[src/rtl/text_term_writer_if.sv]
// text_term_writer_if: byte-stream handshake, shared RAM port and cursor bundle for the text-mode writer
interface text_term_writer_if;
    logic [7:0]  char_i;
    logic        char_valid_i;
    logic        char_ready_o;
    logic [7:0]  attr_i;
    logic [11:0] addr_o;
    logic [7:0]  char_data_o;
    logic [7:0]  colr_data_o;
    logic        wren_o;
    logic [7:0]  rd_char_i;
    logic [7:0]  rd_colr_i;
    logic [6:0]  cursor_x_o;
    logic [4:0]  cursor_y_o;
    modport slave (
        input  char_i, char_valid_i, attr_i, rd_char_i, rd_colr_i,
        output char_ready_o, addr_o, char_data_o, colr_data_o, wren_o, cursor_x_o, cursor_y_o
    );
    modport master (
        output char_i, char_valid_i, attr_i, rd_char_i, rd_colr_i,
        input  char_ready_o, addr_o, char_data_o, colr_data_o, wren_o, cursor_x_o, cursor_y_o
    );
endinterface

[src/rtl/text_term_writer.sv]
// text_term_writer: terminal feeder turning a byte stream into character/colour cell writes,
// with cursor tracking, CR/LF/BS/FF handling and one-row scroll through the shared RAM port.
module text_term_writer #(
    parameter int         COLS       = 80,
    parameter int         ROWS       = 25,
    parameter int         RD_LAT     = 1,
    parameter logic [7:0] BLANK_CHAR = 8'h20,
    parameter logic [7:0] RST_ATTR   = 8'h70
) (
    input logic               clk,
    input logic               rst,
    text_term_writer_if.slave bus
);
    localparam int         WW       = RD_LAT > 1 ? $clog2(RD_LAT) : 1;
    localparam logic [6:0] LAST_COL = 7'(COLS - 1);
    localparam logic [4:0] LAST_ROW = 5'(ROWS - 1);
    localparam logic [7:0] BS = 8'h08, LF = 8'h0A, FF = 8'h0C, CR = 8'h0D;

    typedef enum logic [2:0] {CLEAR, IDLE, PUT, SCR_RD, SCR_WAIT, SCR_WR, SCR_CLR} state_t;

    state_t        state_q, state_d;
    logic [11:0]   addr_q, addr_d;
    logic [7:0]    chr_q, chr_d, clr_q, clr_d, byte_q, byte_d, attr_q, attr_d;
    logic          wren_q, wren_d, rdy_q, rdy_d;
    logic [6:0]    x_q, x_d, c_q, c_d;
    logic [4:0]    y_q, y_d, r_q, r_d;
    logic [WW-1:0] w_q, w_d;
    logic          go_idle, go_scr;

    function automatic logic [11:0] next_cell(input logic [11:0] a);
        return a[6:0] == LAST_COL ? {a[11:7] + 5'd1, 7'd0} : {a[11:7], a[6:0] + 7'd1};
    endfunction

    always_ff @(posedge clk or posedge rst)
        if (rst) begin
            state_q <= CLEAR;
            addr_q  <= '0;
            chr_q   <= '0;
            clr_q   <= '0;
            wren_q  <= 1'b0;
            rdy_q   <= 1'b0;
            x_q     <= '0;
            y_q     <= '0;
            r_q     <= '0;
            c_q     <= '0;
            w_q     <= '0;
            byte_q  <= '0;
            attr_q  <= RST_ATTR;
        end else begin
            state_q <= state_d;
            addr_q  <= addr_d;
            chr_q   <= chr_d;
            clr_q   <= clr_d;
            wren_q  <= wren_d;
            rdy_q   <= rdy_d;
            x_q     <= x_d;
            y_q     <= y_d;
            r_q     <= r_d;
            c_q     <= c_d;
            w_q     <= w_d;
            byte_q  <= byte_d;
            attr_q  <= attr_d;
        end

    // Output registers are loaded with what the next state presents, so every output is registered.
    always_comb begin
        state_d = state_q;
        addr_d  = addr_q;
        chr_d   = chr_q;
        clr_d   = clr_q;
        wren_d  = 1'b0;
        rdy_d   = 1'b0;
        x_d     = x_q;
        y_d     = y_q;
        r_d     = r_q;
        c_d     = c_q;
        w_d     = w_q;
        byte_d  = byte_q;
        attr_d  = attr_q;
        go_idle = 1'b0;
        go_scr  = 1'b0;
        case (state_q)
            CLEAR: begin
                // wren_q low means nothing has been written yet (first cycle after reset)
                if (wren_q && addr_q == {LAST_ROW, LAST_COL}) begin
                    go_idle = 1'b1;
                    x_d     = '0;
                    y_d     = '0;
                end else begin
                    addr_d = wren_q ? next_cell(addr_q) : '0;
                    chr_d  = BLANK_CHAR;
                    clr_d  = attr_q;
                    wren_d = 1'b1;
                end
            end
            IDLE: begin
                rdy_d = 1'b1;
                if (bus.char_valid_i && rdy_q) begin
                    byte_d = bus.char_i;
                    attr_d = bus.attr_i;
                    rdy_d  = bus.char_i == 8'h00;
                    if (bus.char_i == CR) x_d = '0;
                    else if (bus.char_i == LF && y_q == LAST_ROW) go_scr = 1'b1;
                    else if (bus.char_i == LF) begin
                        x_d = '0;
                        y_d = y_q + 5'd1;
                    end else if (bus.char_i == BS && x_q != '0) begin
                        state_d = PUT;
                        addr_d  = {y_q, x_q - 7'd1};
                        chr_d   = BLANK_CHAR;
                        clr_d   = bus.attr_i;
                        wren_d  = 1'b1;
                    end else if (bus.char_i == FF) begin
                        state_d = CLEAR;
                        addr_d  = '0;
                        chr_d   = BLANK_CHAR;
                        clr_d   = bus.attr_i;
                        wren_d  = 1'b1;
                    end else if (bus.char_i != 8'h00 && bus.char_i != BS) begin
                        state_d = PUT;
                        addr_d  = {y_q, x_q};
                        chr_d   = bus.char_i;
                        clr_d   = bus.attr_i;
                        wren_d  = 1'b1;
                    end
                end
            end
            PUT: begin
                if (byte_q == BS) begin
                    x_d     = addr_q[6:0];
                    go_idle = 1'b1;
                end else if (x_q != LAST_COL) begin
                    x_d     = x_q + 7'd1;
                    go_idle = 1'b1;
                end else if (y_q != LAST_ROW) begin
                    x_d     = '0;
                    y_d     = y_q + 5'd1;
                    go_idle = 1'b1;
                end else go_scr = 1'b1;
            end
            SCR_RD: begin
                state_d = SCR_WAIT;
                w_d     = '0;
            end
            SCR_WAIT:
                if (w_q == WW'(RD_LAT - 1)) begin
                    state_d = SCR_WR;
                    addr_d  = {r_q - 5'd1, c_q};
                    chr_d   = bus.rd_char_i;
                    clr_d   = bus.rd_colr_i;
                    wren_d  = 1'b1;
                end else w_d = w_q + WW'(1);
            SCR_WR:
                if (r_q == LAST_ROW && c_q == LAST_COL) begin
                    state_d = SCR_CLR;
                    addr_d  = {LAST_ROW, 7'd0};
                    chr_d   = BLANK_CHAR;
                    clr_d   = attr_q;
                    wren_d  = 1'b1;
                end else begin
                    state_d    = SCR_RD;
                    {r_d, c_d} = next_cell({r_q, c_q});
                    addr_d     = next_cell({r_q, c_q});
                end
            SCR_CLR:
                if (addr_q[6:0] == LAST_COL) begin
                    x_d     = '0;
                    go_idle = 1'b1;
                end else begin
                    addr_d = next_cell(addr_q);
                    wren_d = 1'b1;
                end
            default: state_d = CLEAR;
        endcase
        if (go_idle) begin
            state_d = IDLE;
            rdy_d   = 1'b1;
        end
        if (go_scr) begin
            state_d = SCR_RD;
            r_d     = 5'd1;
            c_d     = '0;
            addr_d  = {5'd1, 7'd0};
        end
    end

    assign bus.char_ready_o = rdy_q;
    assign bus.addr_o       = addr_q;
    assign bus.char_data_o  = chr_q;
    assign bus.colr_data_o  = clr_q;
    assign bus.wren_o       = wren_q;
    assign bus.cursor_x_o   = x_q;
    assign bus.cursor_y_o   = y_q;
endmodule

[src/flat_wrapper.sv]
// flat-port wrapper written by rule: the top's interface ports become plain ports
module text_term_writer_flat 
#(
    parameter int         COLS       = 80,
    parameter int         ROWS       = 25,
    parameter int         RD_LAT     = 1,
    parameter logic [7:0] BLANK_CHAR = 8'h20,
    parameter logic [7:0] RST_ATTR   = 8'h70
)
  (clk, rst, bus_char_i, bus_char_valid_i, bus_attr_i, bus_rd_char_i, bus_rd_colr_i, bus_char_ready_o, bus_addr_o, bus_char_data_o, bus_colr_data_o, bus_wren_o, bus_cursor_x_o, bus_cursor_y_o);
  text_term_writer_if bus_i ();
  input logic clk;
  input logic rst;
  input wire logic [$bits(bus_i.char_i)-1:0] bus_char_i;
  input wire logic [$bits(bus_i.char_valid_i)-1:0] bus_char_valid_i;
  input wire logic [$bits(bus_i.attr_i)-1:0] bus_attr_i;
  input wire logic [$bits(bus_i.rd_char_i)-1:0] bus_rd_char_i;
  input wire logic [$bits(bus_i.rd_colr_i)-1:0] bus_rd_colr_i;
  output wire logic [$bits(bus_i.char_ready_o)-1:0] bus_char_ready_o;
  output wire logic [$bits(bus_i.addr_o)-1:0] bus_addr_o;
  output wire logic [$bits(bus_i.char_data_o)-1:0] bus_char_data_o;
  output wire logic [$bits(bus_i.colr_data_o)-1:0] bus_colr_data_o;
  output wire logic [$bits(bus_i.wren_o)-1:0] bus_wren_o;
  output wire logic [$bits(bus_i.cursor_x_o)-1:0] bus_cursor_x_o;
  output wire logic [$bits(bus_i.cursor_y_o)-1:0] bus_cursor_y_o;
  assign bus_i.char_i = bus_char_i;
  assign bus_i.char_valid_i = bus_char_valid_i;
  assign bus_i.attr_i = bus_attr_i;
  assign bus_i.rd_char_i = bus_rd_char_i;
  assign bus_i.rd_colr_i = bus_rd_colr_i;
  assign bus_char_ready_o = bus_i.char_ready_o;
  assign bus_addr_o = bus_i.addr_o;
  assign bus_char_data_o = bus_i.char_data_o;
  assign bus_colr_data_o = bus_i.colr_data_o;
  assign bus_wren_o = bus_i.wren_o;
  assign bus_cursor_x_o = bus_i.cursor_x_o;
  assign bus_cursor_y_o = bus_i.cursor_y_o;
  text_term_writer #(.COLS(COLS), .ROWS(ROWS), .RD_LAT(RD_LAT), .BLANK_CHAR(BLANK_CHAR), .RST_ATTR(RST_ATTR)) u_core (.clk(clk), .rst(rst), .bus(bus_i));
endmodule
[config.mk]
export PLATFORM = sky130hd
export DESIGN_NAME = text_term_writer_flat
export DESIGN_NICKNAME = d
export VERILOG_FILES = /design/src/rtl/text_term_writer_if.sv /design/src/rtl/text_term_writer.sv /design/src/flat_wrapper.sv
export SDC_FILE = /design/constraint.sdc
export NUM_CORES = 1
export LEC_CHECK = 0
export ABC_AREA = 1
export ABC_CLOCK_PERIOD_IN_PS = 2200
export BUFFER_PORTS_ARGS = -buffer_cell sky130_fd_sc_hd__buf_2
export CORE_MARGIN = 8
export CORE_UTILIZATION = 55
export DETAILED_ROUTE_END_ITERATION = 6
export PLACE_DENSITY = 0.87
export SYNTH_ARGS = -nofsm -noshare
export SYNTH_HDL_FRONTEND = slang
export SYNTH_SLANG_ARGS = --single-unit
[constraint.sdc]
create_clock -name clk -period 2.2 [get_ports clk]
set_clock_uncertainty 0.05 [all_clocks]
set_input_delay 0.11 -clock clk [delete_from_list [all_inputs] [get_ports clk]]
set_output_delay 0.11 -clock clk [all_outputs]
set_load 0.05 [all_outputs]
==> key figures <==
Place
  • I/O Buffers: 76
  • Post-DP HPWL: between 10 and 15 mm
  • RePlAce Congestion: ~1
  • Placed instance count: 987
  • DP Area: 5851 um^2
  • Pre-CTS setup slack: between 0.008 and 0.009 ns

GRT
  • Pin count of the biggest net entering global routing: 74
  • Initial antenna violation count: 0
  • Overall global routing resource usage: 25.39%
  • First-pass GRT wire length: around 27 mm
  • Total congestion overflow: 0
  • Vias in the first global route: 5454

Clock network
  • Setup bufs post-CTS: 0
  • Clock sink count: between 70 and 80
  • H-tree Lvls: 3
  • Clock latency on the worst-skew pair: ~0.36 ns
  • CTS clock-pin slew for the worst setup and hold paths: ~0.080 ns
  • Bufs on Longest Clock Path: 2
  • Number of buffers created by CTS: 9
  • TritonCTS clock tree: yes
  • Clk root buf: clkbuf_8

Timing
  • Final hold vios: 1
  • Post-route setup TNS: 0 ns
  • Final min period: a little over 2 ns
  • WHS: -0.002658 ns
  • Fin. max-slew vios: 0
  • Worst Max-Slew Pin Slew: ~0.41 ns
  • Final setup vio count: 0
  • Unrepaired setup endpoints after global routing: true
  • Final WS setup: roughly 0.13 ns
  • Fmax: 484.0 MHz
  • Worst slew margin: 72.80%
  • Post-route clock period utilization: 93.92%

Yosys
  • Synth Instances: just under 800
  • Post-synthesis cell area: just over 5000 um^2
  • Ys Warns: 0
  • Synthesized area per cell: between 6 and 7 um^2
  • Unique masters post-synth: 37
  • Post-synthesis sequential area ratio: 35.86%
  • Post-Synthesis Net Count: 827
  • Yosys reg bits: 73

Power
  • Static leakage: between 3 and 4 nW
  • PwrDens: between 400 and 500 nW/um^2
  • Post-layout total power: around 2.8 mW
  • Sw Pwr: ~730 uW
  • Gate power share: 7.3%
  • Clock Power Share: around 44%
  • Worst vdd ir: just under 400 uV
  • Internal power: between 2 and 2.5 mW
  • Sw Share: about 26%
  • Seq pwr share: ~49%

Routing
  • Final WL: about 16 mm
  • Via count: 5804
  • DRT iter0 DRCs: ~730
  • Post-DRT Antenna Nets: 0
  • Routed wire per std cell: ~16 um
  • DR vias/cell: around 5.7
  • Residual DRC: 0
  • DR pass1 iterations: 6

Worst setup path
  • Critical Path RT: around 2.4 ns
  • Worst path max stage delay: around 0.44 ns
  • Worst Path Buf+Inv: 3
  • Levels on crit path: 11
  • Worst-path cell chain: ha_1 -> nand3_1 -> nor2_2 -> nand3_1 -> buf_4 -> nand2_1 -> inv_2 -> nand2_1 -> inv_1 -> nand2_1 -> nand2_1
  • CP arrival: approximately 2.3 ns
  • Slowest CP cell: dfrtp_2
  • Crit-path max FO: 7
  • CP Class: reg2reg
  • Crit. End Element: flop
  • Startpoint types: flop
  • Worst Reg-to-Reg Cells: 11
  • CP most frequent cell: nand2_1
  • CP delay by family, top: simple AND/OR/NAND/NOR gates

Layout
  • Post-route cell area: between 6000 and 7000 um^2
  • Net count, final: about 950
  • Area Overhead vs Synth: 22.57%
  • Share of cells above drive strength 1: between 10% and 20%
  • Fillers: 762
  • Fin util: 68.70%
  • Final Non-Filler Cells: roughly 1000
  • # diodes: 0

Outcome
  • Status: finished, violations left
  • Failing checks: negative hold slack

Floorplanning
  • Chip Height: about 110 um
  • Rows: 35
  • Starting Density: 56.04%
  • Placeable Area: between 9000 and 10000 um^2
  • Total die area: 12620 um^2
  • # IOs: 77
  • Die width: between 100 and 150 um

Min path
  • Hold Path Depth: 3
  • Worst min path class: in2reg

Run
  • Maxcap violations: 0
-- state kept, by name (all words and copies together), names as in the netlist --
| signal | flops |
|---|---|
| u_core.bus.cursor_x_o | 7 |
| u_core.byte_q | 8 |
| u_core.bus.addr_o | 12 |
| u_core.bus.cursor_y_o | 5 |
| u_core.bus.char_ready_o | 1 |
| u_core.bus.wren_o | 1 |
| u_core.bus.char_data_o | 8 |
| u_core.attr_q | 8 |
| u_core.c_q | 7 |
| u_core.r_q | 5 |
| u_core.bus.colr_data_o | 8 |
| u_core.state_q | 3 |
-- synthesized netlist by cell type (all sizes together) --
cell type,n,area share [%]
nand2,259,19
nor2,100,7.7
inv,87,6.4
o21ai,72,7.1
dfrtp,70,34
nand3,66,6.5
a21oi,23,2.4
nand4,17,2.2
buf,13,1.4
xor2,12,2.1
ha,10,2.5
nor3,10,1.2
clkbuf,9,0.66
a221oi,8,1.4
xnor2,4,0.69
a32o,3,0.59
dfstp,3,1.5
nand3b,3,0.44
o21bai,3,0.51
a211oi,2,0.29
clkinv,2,0.15
o22ai,2,0.25
mux2i,1,0.20
nor4,1,0.12
o2111ai,1,0.17
o221ai,1,0.17
-- cells by family after synthesis --
logic type | share of synthesized area (%)
xor+xnor | 2.745
flops | 35.86
compound gates | 12.89
buf+inv | 8.578
mux | 0.1961
simple gates | 37.28
fa+ha+maj | 2.451
-- final cells by class --
cell class / count / area, um^2 / share of cell area [%]
Clock buffer: 9 / 123.9 / 1.980
Clock inverter: 7 / 100.1 / 1.600
Inverter: 89 / 334.1 / 5.339
Multi-Input combinational cell: 598 / 2877 / 45.97
Sequential cell: 73 / 1838 / 29.37
Tap cell: 111 / 138.9 / 2.220
Timing Repair Buffer: 130 / 845.8 / 13.52
-- layer usage --
metal | GRT usage, % | share of wire [%] | up-vias
met2 | 41.15 | 46 | 342
met5 | 0 | 0 | -
met1 | 33.19 | 42 | 2631
li1 | - | - | 2775
met3 | 4.133 | 8.6 | 56
met4 | 9.892 | 2.8 | 0
-- worst reg2reg max path, stage by stage (launching register included) --
cell     delay [ns]
dfrtp_2        0.44
ha_1           0.21
nand3_1        0.18
nor2_2         0.24
nand3_1        0.14
buf_4          0.18
nand2_1        0.21
inv_2          0.07
nand2_1        0.09
inv_1          0.04
nand2_1        0.05
nand2_1        0.05
-- repair_timing --
item / CTS / global route
hold endpoints to repair: 83 / 0
hold buffers: 14 / 0
endpoints found under the setup margin: 1 / 32
resized for setup: 1 / 14
-- path summary, 6_finish.rpt --
path                                           start                   endpoint  slack [ns]
hold reg to reg            u_core.bus.char_data_o[2]  u_core.bus.char_data_o[2]        0.43
min in group asynchronous                        rst              u_core.c_q[4]        0.32
hold / removal                      bus_rd_colr_i[2]  u_core.bus.colr_data_o[2]      -0.003
max in group asynchronous                        rst           u_core.attr_q[5]        1.43
setup reg to reg            u_core.bus.cursor_x_o[0]       u_core.bus.addr_o[0]        0.13
setup / recovery            u_core.bus.cursor_x_o[0]       u_core.bus.addr_o[0]        0.13
-- power by group through the flow --
stage	logic [mW]	clock network [mW]	registers, mW
6_report	0.205	1.23	1.36
5_1_grt	0.223	1.29	1.37
4_1_cts	0.206	1.23	1.36
3_5_place_dp	0.186	0	1.39
3_3_place_gp	0.184	0	1.39
2_1_floorplan	0.0545	0	1.44
-- cells in the final DEF, fill, tap and decap left out, drive strengths merged --
cell type and instances:
a32o 3, clkinv 5, buf 116, nand3b 3
inv 89, dfrtp 70, dfstp 3, nor2 100
clkbuf 9, nand3 66, bufinv 2, a21oi 23
o22ai 2, mux2i 1, o2111ai 1, nor3 10
nand4 17, o21ai 72, nand2 259, o221ai 1
ha 10, nor4 1, xor2 12, a221oi 8
o21bai 3, a211oi 2, xnor2 4, dlygate4sd3 14
Power figures use the tool's default switching activity.
